## config.mk

```make
export PLATFORM = sky130hd
export DESIGN_NAME = kf6845_bus_interface_flat
export DESIGN_NICKNAME = d
export VERILOG_FILES = /design/src/rtl/kf6845_bus_interface_if.sv /design/src/rtl/kf6845_bus_interface.sv /design/src/flat_wrapper.sv
export SDC_FILE = /design/constraint.sdc
export NUM_CORES = 1
export LEC_CHECK = 0
export ABC_AREA = 1
export CAP_MARGIN = 20
export CORE_ASPECT_RATIO = 2
export CORE_UTILIZATION = 45
export CTS_CLUSTER_SIZE = 25
export DETAILED_ROUTE_END_ITERATION = 8
export PLACE_DENSITY = 0.87
export SYNTH_ARGS = -nofsm -noshare
export SYNTH_HDL_FRONTEND = slang
export SYNTH_SLANG_ARGS = --single-unit
export TNS_END_PERCENT = 1
```

## constraint.sdc

```tcl
create_clock -name clock -period 1.9 [get_ports clock]
set_input_delay 0.285 -clock clock [delete_from_list [all_inputs] [get_ports clock]]
set_output_delay 0.285 -clock clock [all_outputs]
set_load 0.02 [all_outputs]
```

## src/rtl/kf6845_bus_interface_if.sv

```systemverilog
// KF6845 host bus bundle: 6800-style E/CS_N/RS/R_W strobes
// and the split 8-bit host data bus.
interface kf6845_bus_interface_if;
  logic       CS_N;
  logic       E;
  logic       RS;
  logic       R_W;
  logic [7:0] data_bus_in;
  logic [7:0] data_bus_out;
  logic       data_bus_io;

  modport master (
    output CS_N, E, RS, R_W, data_bus_in,
    input  data_bus_out, data_bus_io
  );

  modport slave (
    input  CS_N, E, RS, R_W, data_bus_in,
    output data_bus_out, data_bus_io
  );
endinterface

```

## src/rtl/kf6845_bus_interface.sv

```systemverilog
// KF6845 CRTC host bus interface: synchronises the host bus,
// holds the address register, emits write strobes / read selects.
module kf6845_bus_interface (
  input  logic        clock,
  input  logic        reset,
  kf6845_bus_interface_if.slave bus,
  input  logic [7:0]  internal_data_bus_in,
  output logic [7:0]  internal_data_bus_out,
  output logic [15:0] write_register,
  output logic        read_cursor_h_register,
  output logic        read_cursor_l_register,
  output logic        read_light_pen_h_register,
  output logic        read_light_pen_l_register
);

  typedef enum logic [1:0] {
    IDLE   = 2'd0,
    ACCESS = 2'd1,
    COMMIT = 2'd2
  } state_e;

  state_e state_q, state_d;

  logic       e_s1_q, e_sync_q, e_prev_q;
  logic       cs_s1_q, cs_sync_q;
  logic       rs_s1_q, rs_sync_q;
  logic       rw_s1_q, rw_sync_q;
  logic [7:0] data_s1_q, data_sync_q;

  logic       acc_rs_q, acc_rs_d;
  logic       acc_rw_q, acc_rw_d;
  logic [4:0] addr_q, addr_d;
  logic [7:0] idbo_q, idbo_d;
  logic [7:0] dbo_q, dbo_d;

  logic       e_rise, e_fall;
  logic       rd_en, sel_any;

  // Two-flop synchronisers; CS_N idles deasserted
  always_ff @(posedge clock or posedge reset) begin
    if (reset) begin
      e_s1_q      <= 1'b0;
      e_sync_q    <= 1'b0;
      e_prev_q    <= 1'b0;
      cs_s1_q     <= 1'b1;
      cs_sync_q   <= 1'b1;
      rs_s1_q     <= 1'b0;
      rs_sync_q   <= 1'b0;
      rw_s1_q     <= 1'b0;
      rw_sync_q   <= 1'b0;
      data_s1_q   <= 8'h00;
      data_sync_q <= 8'h00;
    end else begin
      e_s1_q      <= bus.E;
      e_sync_q    <= e_s1_q;
      e_prev_q    <= e_sync_q;
      cs_s1_q     <= bus.CS_N;
      cs_sync_q   <= cs_s1_q;
      rs_s1_q     <= bus.RS;
      rs_sync_q   <= rs_s1_q;
      rw_s1_q     <= bus.R_W;
      rw_sync_q   <= rw_s1_q;
      data_s1_q   <= bus.data_bus_in;
      data_sync_q <= data_s1_q;
    end
  end

  assign e_rise = e_sync_q & ~e_prev_q;
  assign e_fall = ~e_sync_q & e_prev_q;

  always_ff @(posedge clock or posedge reset) begin
    if (reset) begin
      state_q <= IDLE;
    end else begin
      state_q <= state_d;
    end
  end

  always_comb begin
    state_d = state_q;
    unique case (state_q)
      IDLE: begin
        if (e_rise && !cs_sync_q) state_d = ACCESS;
      end
      ACCESS: begin
        if (cs_sync_q) begin
          state_d = IDLE;
        end else if (e_fall) begin
          state_d = acc_rw_q ? IDLE : COMMIT;
        end
      end
      COMMIT:  state_d = IDLE;
      default: state_d = IDLE;
    endcase
  end

  always_comb begin
    write_register            = 16'h0000;
    rd_en                     = 1'b0;
    read_cursor_h_register    = 1'b0;
    read_cursor_l_register    = 1'b0;
    read_light_pen_h_register = 1'b0;
    read_light_pen_l_register = 1'b0;
    if (state_q == COMMIT && acc_rs_q && !addr_q[4]) begin
      write_register = 16'h0001 << addr_q[3:0];
    end
    rd_en = (state_q == ACCESS) & acc_rw_q & acc_rs_q;
    read_cursor_h_register    = rd_en & (addr_q == 5'd14);
    read_cursor_l_register    = rd_en & (addr_q == 5'd15);
    read_light_pen_h_register = rd_en & (addr_q == 5'd16);
    read_light_pen_l_register = rd_en & (addr_q == 5'd17);
  end

  assign sel_any = read_cursor_h_register
                 | read_cursor_l_register
                 | read_light_pen_h_register
                 | read_light_pen_l_register;

  always_comb begin
    acc_rs_d = acc_rs_q;
    acc_rw_d = acc_rw_q;
    addr_d   = addr_q;
    idbo_d   = idbo_q;
    dbo_d    = dbo_q;
    if (state_q == IDLE && state_d == ACCESS) begin
      acc_rs_d = rs_sync_q;
      acc_rw_d = rw_sync_q;
    end
    if (state_q == ACCESS && state_d == COMMIT) begin
      idbo_d = data_sync_q;
    end
    if (state_q == COMMIT && !acc_rs_q) begin
      addr_d = idbo_q[4:0];
    end
    // Unreadable registers and the address register read as zero
    if (state_q == ACCESS) begin
      dbo_d = sel_any ? internal_data_bus_in : 8'h00;
    end
  end

  always_ff @(posedge clock or posedge reset) begin
    if (reset) begin
      acc_rs_q <= 1'b0;
      acc_rw_q <= 1'b0;
      addr_q   <= 5'd0;
      idbo_q   <= 8'h00;
      dbo_q    <= 8'h00;
    end else begin
      acc_rs_q <= acc_rs_d;
      acc_rw_q <= acc_rw_d;
      addr_q   <= addr_d;
      idbo_q   <= idbo_d;
      dbo_q    <= dbo_d;
    end
  end

  assign internal_data_bus_out = idbo_q;
  assign bus.data_bus_out      = dbo_q;
  assign bus.data_bus_io       = (state_q == ACCESS) & acc_rw_q;

endmodule

```

## src/flat_wrapper.sv

```systemverilog
// flat-port wrapper written by rule: the top's interface ports become plain ports
module kf6845_bus_interface_flat 
  (clock, reset, internal_data_bus_in, internal_data_bus_out, write_register, read_cursor_h_register, read_cursor_l_register, read_light_pen_h_register, read_light_pen_l_register, bus_CS_N, bus_E, bus_RS, bus_R_W, bus_data_bus_in, bus_data_bus_out, bus_data_bus_io);
  kf6845_bus_interface_if bus_i ();
  input  logic clock;
  input  logic reset;
  input  logic [7:0] internal_data_bus_in;
  output logic [7:0] internal_data_bus_out;
  output logic [15:0] write_register;
  output logic read_cursor_h_register;
  output logic read_cursor_l_register;
  output logic read_light_pen_h_register;
  output logic read_light_pen_l_register;
  input wire logic [$bits(bus_i.CS_N)-1:0] bus_CS_N;
  input wire logic [$bits(bus_i.E)-1:0] bus_E;
  input wire logic [$bits(bus_i.RS)-1:0] bus_RS;
  input wire logic [$bits(bus_i.R_W)-1:0] bus_R_W;
  input wire logic [$bits(bus_i.data_bus_in)-1:0] bus_data_bus_in;
  output wire logic [$bits(bus_i.data_bus_out)-1:0] bus_data_bus_out;
  output wire logic [$bits(bus_i.data_bus_io)-1:0] bus_data_bus_io;
  assign bus_i.CS_N = bus_CS_N;
  assign bus_i.E = bus_E;
  assign bus_i.RS = bus_RS;
  assign bus_i.R_W = bus_R_W;
  assign bus_i.data_bus_in = bus_data_bus_in;
  assign bus_data_bus_out = bus_i.data_bus_out;
  assign bus_data_bus_io = bus_i.data_bus_io;
  kf6845_bus_interface u_core (.clock(clock), .reset(reset), .bus(bus_i), .internal_data_bus_in(internal_data_bus_in), .internal_data_bus_out(internal_data_bus_out), .write_register(write_register), .read_cursor_h_register(read_cursor_h_register), .read_cursor_l_register(read_cursor_l_register), .read_light_pen_h_register(read_light_pen_h_register), .read_light_pen_l_register(read_light_pen_l_register));
endmodule
```

==> flow_results.org, run 1 <==
** Clock tree
- Hold buffer count at CTS :: 0
- Clock sinks :: 50
- Clock tree synthesis selected as its root buffer the cell sky130_fd_sc_hd__clkbuf_8.
- TritonCTS built the clock tree.
- H-tree levels :: 2
- Clock-pin slew on the worst setup and hold paths :: about 0.08 ns
- Number of CTS-inserted buffers :: 5
- Clock insertion delay at the later pin of the skew report :: about 0.30 ns
- Clock buffer depth :: 2

** Worst setup path
- The worst register-to-register path ends at u_core.bus.data_bus_out[7]$_DFFE_PP0N_.
- For the worst setup path, the data required time is about 1.6 ns.
- The slowest stage of the critical path is the sky130_fd_sc_hd__dfrtp_1 cell.
- In this run the number of cells on the critical path is 6.
- STA classifies the critical path endpoint as a primary output.
- Traced cell by cell, the critical path runs through buf_4, nand3_2, nor2_2, inv_1, nor3_1, buf_4.
- Depth of the worst register-to-register path :: 7
- Kind of cell adding the most delay to the critical path :: simple AND/OR/NAND/NOR gates
- The critical path is of the flop to primary output type.
- Launching instance or port of the critical path :: u_core.state_q[0]$_DFF_PP0_
- The critical path ends at read_cursor_l_register.
- The worst setup path is launched from a flop.
- The worst register-to-register path begins at u_core.addr_q[3]$_DFFE_PP0P_.
- R2r setup slk :: approximately 0.54 ns
- For the worst setup path, the data arrival time is 1.57 ns.
- Delay of the slowest cell on the worst path :: around 0.4 ns
- Crit Path Max Fanout :: 5
- The most numerous cell type found on the critical path is sky130_fd_sc_hd__buf_4.
- Worst Path Buf+Inv :: 3

** STA
- Final Skew :: 0.0114 ns
- Final Hold Violating Endpoints :: 0
- In the final timing run, aggregate negative setup slack is 0 ns.
- Slew @ Worst Pin :: roughly 0.42 ns
- Peak clock frequency supported by timing :: 539 MHz
- The max-slew violation count was 0.
- Setup repair after global routing could not meet its margin everywhere.
- The final critical path takes up a little over nine tenths of the cycle.
- Relative slew slack :: a little under three quarters
- After layout, the worst setup slack is approximately 0.045 ns.
- Final Setup Violations :: 0
- Hold timing on the final database bottoms out at a slack of ~0.3 ns.
- The worst path in the final design needs a cycle of 1.85 ns, including I/O delays and setup.

** Global routing
- Via count of the first global-routing pass :: 1528
- Entering global routing, the biggest net connects 32 pins.
- The first global-routing pass estimated 6.18 mm of wire.
- All-Layer GR Usage :: 20.0%
- The initial antenna violation count was 0.
- Summed over all layers, the global routing overflow is 0.

** Cells and area
- Number of standard cells in the final layout excluding fillers :: roughly 310
- The finished cells cover between 0.002 and 0.003 sq mm.
- In the final design database the tool counted around 280 nets.
- # fillers :: 313
- Cells fill approximately 69% of the core in the end.
- Commonest non-fill, non-tap cell in the layout :: sky130_fd_sc_hd__nand2_1
- The library cells used most frequently in the layout, excluding fill and tap cells, are 58 x sky130_fd_sc_hd__nand2_1, 48 x sky130_fd_sc_hd__dfrtp_1, 37 x sky130_fd_sc_hd__clkdlybuf4s50_1.
- The area growth from synthesis to layout is 45.0%.
- Registers take approximately 0.0013 sq mm.
- Summing all multi-input logic gate instances after layout gives 569 sq um.
- In the final layout, the share of cells above drive strength 1 is 20.9%.
- 0 antenna diodes ended up in the layout.

** Power and ir drop
- Power comes to ~2.6 mW.
- IR analysis of the VDD net gives a maximum drop of 0.950 mV.
- Leak pwr :: between 1 and 1.5 nW
- Total power divided by cell area :: approximately 960 mW/mm^2

** Floorplan
- Number of ports placed on the die boundary :: 59
- The die covers around 0.0044 sq mm.
- The initial utilization of the core area, before any placement, comes to between 40% and 50%.
- In this run the standard cell core region covers between 0.003 and 0.004 sq mm.
- Measured along the x axis, the die boundary spans 47.4 um.
- Y dimension of the die :: 92.8 um
- Core Rows :: 32

** Routing
- Detailed routing inserted a total of between 1500 and 2000 vias.
- The first TritonRoute pass finished after 4 iterations.
- In the routed layout, each cell is associated on average with a via count of slightly below 5.
- In the final routed layout, each cell accounts on average for ~12 um.
- Drc violations :: 0
- The final layout contains routed wiring with a total length of approximately 3.8 mm.
- Post-route ant nets :: 0
- The detailed router finished its first iteration with 24 violations.

** Placement
- The congestion estimate from routability-driven global placement came to 0.802.
- Input and output buffers added on the ports amount to 58.
- Detailed-placement wirelength estimate :: 2.82 mm
- After detailed placement, the total cell area comes to between 0.002 and 0.003 sq mm.
- After detailed placement, the design holds a cell count of 306.
- DP Worst Slack :: -0.0864 ns

** Job
- Max Cap Viol :: 0

** Synthesis
- Number of warning messages in the yosys log :: 0
- Post-synth net total :: 210
- Each instance of the synthesized netlist takes up on average between 9 and 10 sq um.
- Post-synthesis instance area :: 0.00185 sq mm
- After synthesis, flip-flops and latches occupy roughly two thirds of the total area.
- Flip-flop and latch count after synthesis :: 50
- Number of distinct library cells after synthesis :: 20
- The cell count after synthesis came out at between 150 and 200.

** Min path
- The tightest min-delay check is of the input pin to async pin type.

** Outcome
- Result of the run :: finished, final reports clean
## state kept, by name (all words and copies together) (netlist names)
| signal | flops |
|---|---|
| u_core.rs_s1_q | 1 |
| u_core.bus.data_bus_out | 8 |
| u_core.addr_q | 5 |
| u_core.rs_sync_q | 1 |
| u_core.acc_rs_q | 1 |
| u_core.cs_s1_q | 1 |
| u_core.state_q | 2 |
| u_core.data_sync_q | 8 |
| u_core.e_prev_q | 1 |
| u_core.data_s1_q | 8 |
| u_core.acc_rw_q | 1 |
| u_core.rw_s1_q | 1 |
| u_core.internal_data_bus_out | 8 |
| u_core.e_s1_q | 1 |
| u_core.e_sync_q | 1 |
| u_core.cs_sync_q | 1 |
| u_core.rw_sync_q | 1 |
## what timing repair did
item                                    CTS  global route
pin swaps                                 0             3
gates resized for setup                  45            59
endpoints found under the hold margin     0             0
endpoints found under the setup margin   21            20
buffers inserted                          0             0
cloned                                    0             0
## logic make-up after synthesis
| family | synth area share, % |
|---|---|
| buf+inv | 3.91 |
| flops | 67.6 |
| compound gates | 2.83 |
| simple gates | 25.6 |
## metal layers
metal / up-vias / routed length, um / GRT usage [%]
li1: 733 / - / -
met1: 744 / 1320 / 18.4
met2: 33 / 2340 / 37.3
met3: 6 / 83 / 3.51
met4: 0 / 81 / 10.2
met5: - / 0 / 0
## report_power, final
group | internal (mW) | total, mW | switching (mW)
Clock | 0.561 | 0.884 | 0.323
Sequential | 1.16 | 1.23 | 0.0677
Combinational | 0.202 | 0.458 | 0.256
## final cells by class
cell class,count,area share (%)
clock buffers,6,3.07
clock inverters,2,2.23
inverters,18,2.70
multi-input cells,120,21.2
flip-flops and latches,50,46.6
well taps,51,2.37
repair buffers,67,21.8
## how the worst min path moves through the flow
| stage | startpoint | to | slack (ns) |
|---|---|---|---|
| after floorplan | bus_CS_N | u_core.cs_s1_q$_DFF_PP1_ | 0.29 |
| after global placement | u_core.data_s1_q[2]$_DFF_PP0_ | u_core.data_sync_q[2]$_DFF_PP0_ | 0.33 |
| after detailed placement | u_core.data_s1_q[2]$_DFF_PP0_ | u_core.data_sync_q[2]$_DFF_PP0_ | 0.33 |
| after CTS | reset | u_core.e_prev_q$_DFF_PP0_ | 0.31 |
| after global routing | reset | u_core.e_prev_q$_DFF_PP0_ | 0.35 |
| final | reset | u_core.e_prev_q$_DFF_PP0_ | 0.30 |
## synth_stat cells
cell type | n | area (sq um)
sky130_fd_sc_hd__o21ai_1 | 2 | 10.0
sky130_fd_sc_hd__nand2_2 | 1 | 6.26
sky130_fd_sc_hd__o21ai_0 | 1 | 5.00
sky130_fd_sc_hd__nor2_1 | 31 | 116
sky130_fd_sc_hd__nand3_2 | 1 | 10.0
sky130_fd_sc_hd__nor3_1 | 4 | 20.0
sky130_fd_sc_hd__nor3_4 | 1 | 16.3
sky130_fd_sc_hd__inv_2 | 2 | 7.51
sky130_fd_sc_hd__nor2_2 | 1 | 6.26
sky130_fd_sc_hd__inv_1 | 15 | 56.3
sky130_fd_sc_hd__nand3_4 | 1 | 17.5
sky130_fd_sc_hd__nor4_1 | 2 | 12.5
sky130_fd_sc_hd__nand3_1 | 6 | 30.0
sky130_fd_sc_hd__nand2_4 | 1 | 11.3
sky130_fd_sc_hd__o31ai_1 | 1 | 7.51
sky130_fd_sc_hd__a21oi_1 | 6 | 30.0
sky130_fd_sc_hd__dfstp_2 | 2 | 52.6
sky130_fd_sc_hd__clkinv_4 | 1 | 8.76
sky130_fd_sc_hd__dfrtp_1 | 48 | 1200
sky130_fd_sc_hd__nand2_1 | 61 | 229
Note: power is estimated with default switching activity, not from simulation.
==> inputs of run 2 (changes only) <==
--- a/config.mk
+++ b/config.mk
@@ -15,4 +15,4 @@
 export SYNTH_ARGS = -nofsm -noshare
 export SYNTH_HDL_FRONTEND = slang
 export SYNTH_SLANG_ARGS = --single-unit
-export TNS_END_PERCENT = 1
+export TNS_END_PERCENT = 5
==> results of run 2 <==
No change in the layout: final DEF, timing and power equal those of run 1.
==> inputs of run 3 (changes only) <==
--- a/config.mk
+++ b/config.mk
@@ -9,9 +9,9 @@
 export CAP_MARGIN = 20
 export CORE_ASPECT_RATIO = 2
 export CORE_UTILIZATION = 45
-export CTS_CLUSTER_SIZE = 25
+export CTS_CLUSTER_SIZE = 8
 export DETAILED_ROUTE_END_ITERATION = 8
-export PLACE_DENSITY = 0.87
+export PLACE_DENSITY = 0.78
 export SYNTH_ARGS = -nofsm -noshare
 export SYNTH_HDL_FRONTEND = slang
 export SYNTH_SLANG_ARGS = --single-unit
==> run 3 against run 2 <==
Combinational power decreased by 6.6%. Via count shrank 3.2%. Die area unchanged. Clock-buffer cell count rose by 1. Global-route usage decreased by 0.89 points. Sequential share of layout area rose by 0.82 points. Sequential power barely moved. Cell area down 1.7%. Setup slack got worse by 0.0011 ns. Power shrank 10%. Non-clock buffer count stayed put. Register-to-register slack gained 0.02 ns. Largest cell class unchanged.
==> flow_results.org, run 3 (synthesized netlist as in run 1, its figures left out) <==
** Routing
- The via count was 1467 (was 1516).
- The remaining routing DRC violations was 0 (unchanged).
- Number of DRC violations after detailed-routing iteration 0 :: 24 (unchanged)
- Post-detailed-routing wire length :: 3.53 mm (was 3.82 mm)
- Detailed-route vias per instance :: 4.67 (was 4.83)
- Post-route ant nets :: 0 (unchanged)
- The wire length per cell after detailed routing was 11.2 um (was 12.2 um).
- The number of search-and-repair iterations in the first detailed-routing pass came to 4 (unchanged).

** Worst setup path
- Critical Path AT :: 1.57 ns (about the same)
- Cells traversed along the worst timing path :: inv_1, nand2_1, nor3_4, nand2_2, nor2_1, clkdlybuf4s15_2 (was buf_4, nand3_2, nor2_2, inv_1, nor3_1, buf_4)
- The startpoint kind of the worst setup timing path was a flop (unchanged).
- Crit Path Max Fanout :: 8 (was 5)
- The highest cell delay on the worst timing path came to 0.38 ns (was 0.40 ns).
- The critical-path cell with the highest stage delay was sky130_fd_sc_hd__dfrtp_1 (unchanged).
- Kind of cell adding the most delay to the critical path :: simple AND/OR/NAND/NOR gates (unchanged)
- Worst reg2reg path startpoint :: u_core.state_q[1]$_DFF_PP0_ (was u_core.addr_q[3]$_DFFE_PP0P_)
- The critical setup path kind is flop to primary output (unchanged).
- The count of buffer and inverter cells on the critical path came to 2 (was 3).
- The startpoint of the most critical setup path is u_core.addr_q[4]$_DFFE_PP0P_ (was u_core.state_q[0]$_DFF_PP0_).
- Critical path required time :: 1.62 ns (about the same)
- Capturing element type of the critical path :: primary output (unchanged)

** Clock tree
- Number of CTS-inserted buffers :: 5 (unchanged)
- Hold buffer count at CTS :: 0 (unchanged)
- Clock sinks :: 50 (unchanged)
- The maximum clock path buffer count was 2 (unchanged).
- Clock insertion delay at the later pin of the skew report :: 0.30 ns (about the same)
- Number of buffers inserted to repair setup after CTS :: 0 (unchanged)
- Library cell used as clock root buffer :: sky130_fd_sc_hd__clkbuf_8 (unchanged)
- The number of levels the H-tree was split into came to 2 (unchanged).
- The clock tree from TritonCTS is built (unchanged).
- The post-CTS clock slew at the launch and capture registers of the worst setup and hold paths came to 0.08 ns (about the same).

** Floorplan
- The effective utilization at floorplan is 47.7% (unchanged).
- Number of ports placed on the die boundary :: 59 (unchanged)
- Core Rows :: 32 (unchanged)
- The height of the die was 92.8 um (unchanged).
- The area of the placeable core was 0.00388 sq mm (unchanged).
- The chip width was 47.4 um (unchanged).
- Die Area :: 0.00440 sq mm (unchanged)

** STA
- Final Skew :: 0.00769 ns (was 0.0114 ns)
- The worst hold slack is 0.277 ns (was 0.298 ns).
- Max-slew violations :: 0 (unchanged)
- Relative slew slack :: 75.3% (was 71.9%)
- The final total negative setup slack is 0 ns (unchanged).
- The final-report setup violation count came to 0 (unchanged).
- The actual transition at the worst max-transition pin is 0.370 ns (was 0.421 ns).
- RSZ-0062 raised after global routing :: yes (unchanged)
- Clock period minus final worst setup slack :: 1.86 ns (was 1.85 ns)
- Peak clock frequency supported by timing :: 539 MHz (about the same)
- Final period utilization :: 97.7% (was 97.6%)
- Final Hold Violating Endpoints :: 0 (unchanged)

** Global routing
- The global-route wire length before repair came to 5.94 mm (was 6.18 mm).
- The number of global-route vias before repair is 1451 (was 1528).
- Maximum number of pins on one net before global-route repair :: 20 (was 32)
- The initial antenna violation count is 0 (unchanged).
- All-Layer GR Usage :: 19.2% (was 20.0%)
- The overall overflow remaining after global route is 0 (unchanged).

** Power and ir drop
- Net load switching power :: 0.621 mW (was 0.647 mW)
- Worst ir drop on vdd :: 0.790 mV (was 0.950 mV)
- Leak pwr :: 1.26 nW (was 1.32 nW)
- Total power divided by cell area :: 874 mW/mm^2 (was 957 mW/mm^2)
- Clock Power Share :: 28.4% (was 34.4%)
- P_int :: 1.69 mW (was 1.93 mW)
- The sequential power share came to 53.1% (was 47.8%).
- Combinational group share of total power :: 18.5% (was 17.8%)
- The total power is 2.31 mW (was 2.57 mW).
- Share of total power consumed by net switching :: 26.9% (was 25.1%)

** Placement
- RePlAce Congestion :: 0.742 (was 0.802)
- The standard cell area after detailed placement came to 0.00257 sq mm (was 0.00258 sq mm).
- Port buffer count :: 58 (unchanged)
- Detailed-placement wirelength estimate :: 2.75 mm (was 2.82 mm)
- The number of cells in the design after placement came to 306 (unchanged).

** Cells and area
- The relative area change from synthesis to final layout was 42.5% (was 45.0%).
- The count of fill cells added during filler insertion is 331 (was 313).
- Highest-count cells in the layout ignoring fill and taps :: 59 x sky130_fd_sc_hd__nand2_1, 48 x sky130_fd_sc_hd__dfrtp_1, 37 x sky130_fd_sc_hd__clkdlybuf4s50_1 (was 58 x sky130_fd_sc_hd__nand2_1, 48 x sky130_fd_sc_hd__dfrtp_1, 37 x sky130_fd_sc_hd__clkdlybuf4s50_1)
- The most frequent standard cell in the layout excluding fill and tap cells was sky130_fd_sc_hd__nand2_1 (unchanged).
- Number of antenna repair diodes :: 0 (unchanged)
- Net count of the finished layout :: 284 (unchanged)
- The post-layout instance area was 0.00264 sq mm (was 0.00269 sq mm).
- The fraction of layout cells with a size suffix above 1 is 19.8% (was 20.9%).
- The final standard cell count with taps included and fillers excluded is 314 (unchanged).

** Outcome
- Result of the run :: finished, final reports clean (unchanged)

** Job
- The max-cap check violation count was 0 (unchanged).

** Min path
- Hold Path Class :: input pin to async pin (unchanged)
run 3: timing repair:
action,CTS,global route
cloned,0,0
setup endpoints to repair,20,20
gates resized for setup,50,19
pin swaps,0,2
run 3: power groups by stage:
stage               clock network, mW  logic [mW]  registers, mW
CTS                             0.683       0.430           1.23
floorplan                           0       0.164           1.29
detailed placement                  0       0.427           1.25
global placement                    0       0.416           1.24
global route                    0.719       0.472           1.24
finish                          0.656       0.428           1.23
run 3: worst paths after layout:
path / slack [ns] / cells past startpoint / to
max: 0.04 / 6 / write_register[6]
max in group asynchronous: 1.06 / 3 / u_core.data_s1_q[6]$_DFF_PP0_
min reg2reg: 0.35 / 0 / u_core.rw_sync_q$_DFF_PP0_
max reg2reg: 0.56 / 8 / u_core.internal_data_bus_out[1]$_DFFE_PP0P_
min in group clock: 0.35 / 0 / u_core.rw_sync_q$_DFF_PP0_
min: 0.28 / 2 / u_core.e_s1_q$_DFF_PP0_
run 3: metrics by stage:
step / utilization, % / setup WS (ns)
2_1_floorplan: - / 0.297
3_3_place_gp: 66.1 / -0.0241
3_5_place_dp: 66.1 / -0.121
4_1_cts: 69.2 / 0.000525
5_1_grt: 68.0 / -0.0476
6_report: 68.0 / 0.0440
run 3: metal layers:
layer	up-vias	GRT usage [%]	part of all wire, %
li1	726	-	-
met1	696	20.2	35
met2	40	33.9	60
met3	5	2.34	3.1
met4	0	10.0	1.8
met5	-	0	0
run 3: area by class of cell:
type / count / area, sq um / area share [%]
inverters: 18 / 72.6 / 2.75
clock buffers: 7 / 96.3 / 3.65
well taps: 51 / 63.8 / 2.41
clock inverters: 1 / 8.76 / 0.331
flip-flops and latches: 50 / 1250 / 47.4
repair buffers: 67 / 603 / 22.8
multi-input cells: 120 / 544 / 20.6
